`src/rtl/button_event.sv`:
```
// Gesture classifier for a debounced push button: press/release edges,
// single click, double click and long press, plus a wrapping press counter.
module button_event #(
    parameter int unsigned c_LONG_LIMIT    = 25000000,
    parameter int unsigned c_DOUBLE_WINDOW = 6250000
) (
    input  logic       i_Clk,
    input  logic       i_Rst,
    input  logic       i_Switch,
    output logic       o_Press,
    output logic       o_Release,
    output logic       o_Single,
    output logic       o_Double,
    output logic       o_Long,
    output logic [7:0] o_Presses
);

    localparam int unsigned c_COUNT_W = 25;
    localparam logic [c_COUNT_W-1:0] c_LONG_LAST   = c_COUNT_W'(c_LONG_LIMIT - 1);
    localparam logic [c_COUNT_W-1:0] c_DOUBLE_LAST = c_COUNT_W'(c_DOUBLE_WINDOW - 1);

    typedef enum logic [1:0] {
        IDLE    = 2'd0,
        PRESSED = 2'd1,
        LONG    = 2'd2,
        WAIT2   = 2'd3
    } state_t;

    state_t                 r_State;
    state_t                 w_Next_State;
    logic [c_COUNT_W-1:0]   r_Count;
    logic [c_COUNT_W-1:0]   w_Next_Count;
    logic                   r_Second;
    logic                   w_Next_Second;
    logic                   r_Prev;
    logic                   w_Rise;
    logic                   w_Fall;
    logic                   w_Single;
    logic                   w_Double;
    logic                   w_Long;

    // Edge detection against the previous sampled level
    assign w_Rise = i_Switch & ~r_Prev;
    assign w_Fall = ~i_Switch & r_Prev;

    // State, counter and edge history registers; r_Prev tracks the switch
    // even in reset so a button held through reset is not seen as a press
    always_ff @(posedge i_Clk) begin
        r_Prev <= i_Switch;
        if (i_Rst) begin
            r_State  <= IDLE;
            r_Count  <= '0;
            r_Second <= 1'b0;
        end else begin
            r_State  <= w_Next_State;
            r_Count  <= w_Next_Count;
            r_Second <= w_Next_Second;
        end
    end

    // Next-state, counter and gesture pulse decode
    always_comb begin
        w_Next_State  = r_State;
        w_Next_Count  = r_Count;
        w_Next_Second = r_Second;
        w_Single      = 1'b0;
        w_Double      = 1'b0;
        w_Long        = 1'b0;
        unique case (r_State)
            IDLE: begin
                w_Next_Count = '0;
                if (w_Rise) begin
                    w_Next_State  = PRESSED;
                    w_Next_Second = 1'b0;
                end
            end
            PRESSED: begin
                // A release on the terminal cycle keeps the press short
                if (w_Fall) begin
                    w_Next_Count = '0;
                    w_Next_State = r_Second ? IDLE : WAIT2;
                end else if (r_Count == c_LONG_LAST) begin
                    w_Long       = 1'b1;
                    w_Next_Count = '0;
                    w_Next_State = LONG;
                end else begin
                    w_Next_Count = r_Count + c_COUNT_W'(1);
                end
            end
            LONG: begin
                w_Next_Count = '0;
                if (w_Fall) begin
                    w_Next_State = IDLE;
                end
            end
            WAIT2: begin
                // A second press on the terminal cycle still counts as a double
                if (w_Rise) begin
                    w_Double      = 1'b1;
                    w_Next_Count  = '0;
                    w_Next_Second = 1'b1;
                    w_Next_State  = PRESSED;
                end else if (r_Count == c_DOUBLE_LAST) begin
                    w_Single     = 1'b1;
                    w_Next_Count = '0;
                    w_Next_State = IDLE;
                end else begin
                    w_Next_Count = r_Count + c_COUNT_W'(1);
                end
            end
            default: begin
                w_Next_State = IDLE;
                w_Next_Count = '0;
            end
        endcase
    end

    // Registered event pulses and press counter
    always_ff @(posedge i_Clk) begin
        if (i_Rst) begin
            o_Press   <= 1'b0;
            o_Release <= 1'b0;
            o_Single  <= 1'b0;
            o_Double  <= 1'b0;
            o_Long    <= 1'b0;
            o_Presses <= 8'd0;
        end else begin
            o_Press   <= w_Rise;
            o_Release <= w_Fall;
            o_Single  <= w_Single;
            o_Double  <= w_Double;
            o_Long    <= w_Long;
            if (w_Rise) begin
                o_Presses <= o_Presses + 8'd1;
            end
        end
    end

endmodule
```
`config.mk`:
```
export PLATFORM = sky130hd
export DESIGN_NAME = button_event
export DESIGN_NICKNAME = d
export VERILOG_FILES = /design/src/rtl/button_event.sv
export SDC_FILE = /design/constraint.sdc
export NUM_CORES = 1
export LEC_CHECK = 0
export ABC_CLOCK_PERIOD_IN_PS = 2500
export CAP_MARGIN = 5
export CELL_PAD_IN_SITES_DETAIL_PLACEMENT = 1
export CELL_PAD_IN_SITES_GLOBAL_PLACEMENT = 1
export CORE_ASPECT_RATIO = 1.4
export CORE_MARGIN = 2
export CORE_UTILIZATION = 43
export DETAILED_ROUTE_END_ITERATION = 12
export HOLD_SLACK_MARGIN = 0.06
export PLACE_DENSITY = 0.82
export SETUP_SLACK_MARGIN = 0.5
export SLEW_MARGIN = 40
export SYNTH_ARGS = -nofsm -noshare
export SYNTH_HDL_FRONTEND = slang
export SYNTH_SLANG_ARGS = --single-unit
export TNS_END_PERCENT = 5
```
`constraint.sdc`:
```
create_clock -name i_Clk -period 2.5 [get_ports i_Clk]
set_clock_uncertainty 0.1 [all_clocks]
set_input_delay 0.75 -clock i_Clk [delete_from_list [all_inputs] [get_ports i_Clk]]
set_output_delay 0.75 -clock i_Clk [all_outputs]
set_load 0.03 [all_outputs]
```
* After elaboration in Yosys (flattened, before gate mapping)
Index checks and enable logic that the tools add are counted.
Cells by class: add/sub/neg operators 2, equal/unequal tests 10, multiplexer cells 19, bitwise logic cells 6, reductions and logical operators 8
Operators by type and width (count):
- $mux W25 | 4
- $pmux W25 S3 | 1
- $add A25 B1 Y25 const B | 1
- $eq A25 B23 Y1 const B | 1
- $eq A25 B25 Y1 const B | 1
- $mux W2 | 7
- $add A8 B1 Y8 const B | 1
- $pmux W2 S4 | 1
- $ne A2 B2 Y1 const B | 3
- $ne A3 B3 Y1 const B | 2
- $reduce_or A3 Y1 | 2
- $mux W1 | 5
- $eq A2 B2 Y1 const B | 2
- $not A1 Y1 | 4
- $reduce_and A4 Y1 | 1
- $reduce_or A2 Y1 | 2
- $reduce_and A3 Y1 | 1
- $and A1 B1 Y1 | 2
- $eq A2 B1 Y1 const B | 1
- $logic_not A2 Y1 | 1
- $pmux W1 S2 | 1
- $reduce_bool A2 Y1 | 1
Storage, ports and cells: register bits after elaboration 42, bits of input ports 3, output and inout port bits 13, word-level logic and storage cells 55

* Depth between registers and ports, before layout
depth in word-level cells 4, mapped depth 7, depth with buffers taken out 5

* Least setup slack after synthesis
OpenSTA, ideal clock, no wires.
kind reg-to-reg, start register r_Count[5], end register r_Count[23], setup time 0.138 ns, arrival time 1.883 ns, required time 2.262 ns, slack 0.379 ns, stages on the path, launching flop included 7, path buffers 2, period minus slack after synthesis 2.121 ns, path through dfxtp_1 > buf_6 > or4_1 > or4_4 > o21ai_4 > buf_6 > a22oi_1
On the way: longest elaborated chain between the ends 4, elaborated cells on any way between the ends 8, those cells by class add/sub: 1; eq/ne: 2; mux: 5
RTL lines:
- start: declaration | RTL line 31 | logic [c_COUNT_W-1:0] r_Count;
- start signal: assignment | RTL line 56 | r_Count <= w_Next_Count;
- $add A25 B1 Y25, or another cell as far along | RTL line 87, 108
- $mux W25, on equally long branches | RTL line 103, 82
- $mux W25, on equally long branches | RTL line 98, 79
- $pmux W25 S3 (*) | RTL line 69 | unique case (r_State)
Every way passes the cells marked *; elsewhere a longest branch is shown, timed or not. A chain may end at the register's enable or synchronous reset.

* Worst setup path in the final report
start register o_Presses[0], end output port o_Presses[0]
RTL lines:
- start: declaration | RTL line 15 | output logic [7:0] o_Presses
- start signal: assignment | RTL line 134 | o_Presses <= o_Presses + 8'd1;
No word-level cell between the ends.

==> flow_metrics.env <==
export IMPL_syn_nets=229
export IMPL_clock_path_buffers=2
export IMPL_totalWireLength_um=4600
export IMPL_first_iter_violations=70
export IMPL_synth_seq_cells=42
export IMPL_layout_commonest_cell="dfxtp_1"
export IMPL_max_freq_mhz=446
export IMPL_area_growth_pct=17.1
export IMPL_synth_edf_count=0
export IMPL_slew_headroom_pct=57.4
export IMPL_clk_latency_ns=0.29
export IMPL_ios=16
export IMPL_top_regs="r_Count x25, o_Presses x8, r_State x2"
export IMPL_grt_pass1_wl_um=7640
export IMPL_fillers=539
export IMPL_post_dp_hpwl_um=3420
export IMPL_yosysTopAreaCell="dfxtp_1"
export IMPL_ir_drop_mv=0.236
export IMPL_cp_end_kind="output port"
export IMPL_crit_path_start_kind="register"
export IMPL_cp_cell_sequence="clkdlybuf4s50_1"
export IMPL_synth_cell_types=41
export IMPL_holdWs_ns=0.354
export IMPL_p_per_area_nw_per_um2=506
export IMPL_drt_pass1_iterations=4
export IMPL_grt_ovfl_total=0
export IMPL_diodes=0
export IMPL_drc=0
export IMPL_die_area_um2=5150
export IMPL_synthTopCellsByArea="dfxtp_1 (43%), xnor2_1 (5.8%), a21oi_1 (4.3%)"
export IMPL_syn_inst=224
export IMPL_timing_final_hold_violations=0
export IMPL_ys_warnings_count=0
export IMPL_tns_ns=0
export IMPL_stdcell_count=305
export IMPL_fin_crit_ns=2.24
export IMPL_grt_max_degree=26
export IMPL_coreArea_um2=4460
export IMPL_power_total_uw=1170
export IMPL_post_cts_setup_buffer_count=0
export IMPL_period_share_pct=89.7
export IMPL_drive_gt1_share_pct=11.1
export IMPL_place_congestion=0.795
export IMPL_ant_nets=0
export IMPL_yosys_area_top_type_share_pct=42.7
export IMPL_via_count=1745
export IMPL_cts_sinks=42
export IMPL_rsz0062_at_grt="true"
export IMPL_grtUsageTotal_pct=19.6
export IMPL_io_buffers=15
export IMPL_die_w_um=61.2
export IMPL_maxSlewViolCount=0
export IMPL_netlist_area_um2=1970
export IMPL_final_nets=248
export IMPL_leakage_uw=0.000717
export IMPL_hold_path_class="reg2reg"
export IMPL_async_reset_ff_share_pct=0
export IMPL_clockRootBuffer="clkbuf_8"
export IMPL_critPathSlowestCell="clkdlybuf4s50_1"
export IMPL_max_stage_delay_ns=0.70
export IMPL_worstPathRequired_ns=1.65
export IMPL_critPathTopFamily="buffers and inverters"
export IMPL_rows=29
export IMPL_grt_pass1_vias=1731
export IMPL_dp_cells=298
export IMPL_dominantRegCellSynth="dfxtp_1"
export IMPL_largest_reg_flops=25
export IMPL_worstPathMaxFanout=4
export IMPL_wire_per_inst_um=15.1
export IMPL_crit_buf_inv=1
export IMPL_path_clk_slew_ns=0.08
export IMPL_outcome="complete, no violations"
export IMPL_holdBufCountCts=0
export IMPL_path_class="reg2out"
export IMPL_h_tree_depth=2
export IMPL_drv_cap=0
export IMPL_start_util_pct=44.2
export IMPL_tritoncts="done"
export IMPL_crit_arrival_ns=1.39
export IMPL_cts_made_buffers=5
export IMPL_antenna_found_initial=0
export IMPL_via_per_inst=5.72
export IMPL_setup_violations=0
export IMPL_layout_common_cells="dfxtp_1 (40), a21oi_1 (17), nor2_1 (15), xnor2_1 (13)"
export IMPL_tightestPinTransition_ns=0.634
export IMPL_syn_mean_instance_area_um2=8.80
export IMPL_ys_seq_area_share_pct=42.7
export IMPL_die_h_um=84.1
export IMPL_regMostFlops="r_Count"
export IMPL_fin_util_pct=51.7
cell families after synthesis:
kind of cell | count (synthesis) | synth area share, %
and+or+nand+nor | 90 | 25.9
AOI/OAI and AO/OA | 51 | 16.8
DFF | 42 | 42.7
buffers and inverters | 21 | 5.40
xor gates and xnor gates | 18 | 8.00
adders and majority gates | 2 | 1.27
cell usage after synthesis, drive strengths merged (5+ instances only):
cell type,count
nor2,15
inv,8
or4,7
nand2,12
dfxtp,42
clkbuf,7
o21ai,11
a21oi,17
nand3,10
nor3,8
a22oi,11
buf,6
nand4,11
xor2,5
or3,8
xnor2,13
nor4,5
final cells by class:
type,instances,area [um^2],area share (%)
well taps,62,77.6,3.36
multi-input cells,161,1040,45.1
clock buffers,5,68.8,2.98
inverters,8,30.0,1.30
flip-flops and latches,42,843,36.6
clock inverters,2,10.0,0.434
repair buffers,25,238,10.3
timing repair:
action | in CTS | in global routing
endpoints found under the hold margin | 0 | 0
resized for setup | 2 | 2
setup endpoints to repair | 39 | 41
routing by layer:
layer	wire [um]	vias to the layer above	track usage, %	part of all wire, %
met5	0	-	0	0
met4	67	0	7.31	1.5
met3	115	5	4.65	2.5
met2	2490	23	34.9	54
met1	1930	855	21.4	42
li1	-	862	-	-
path summary, 6_finish.rpt:
check                from      endpoint  slack (ns)  cells after the start
min            r_Count[0]    r_Count[0]        0.35                      1
min reg2reg    r_Count[0]    r_Count[0]        0.35                      1
max reg2reg    r_Count[6]   r_Count[24]        0.33                      4
max          o_Presses[0]  o_Presses[0]        0.26                      1
power breakdown:
group	internal (uW)	leakage (uW)	switching [uW]
logic	28.8	0.000333	37.1
registers	678	0.000340	12.0
clock network	187	0.0000438	224
total	894	0.000717	273
metrics by stage:
stage | cell area, um^2 | worst slack [ns]
global route | 2310 | 0.198
global placement | 2220 | 0.159
detailed placement | 2220 | 0.0558
floorplan | 1990 | 0.463
finish | 2310 | 0.258
CTS | 2300 | 0.227
Power figures use the tool's default switching activity.
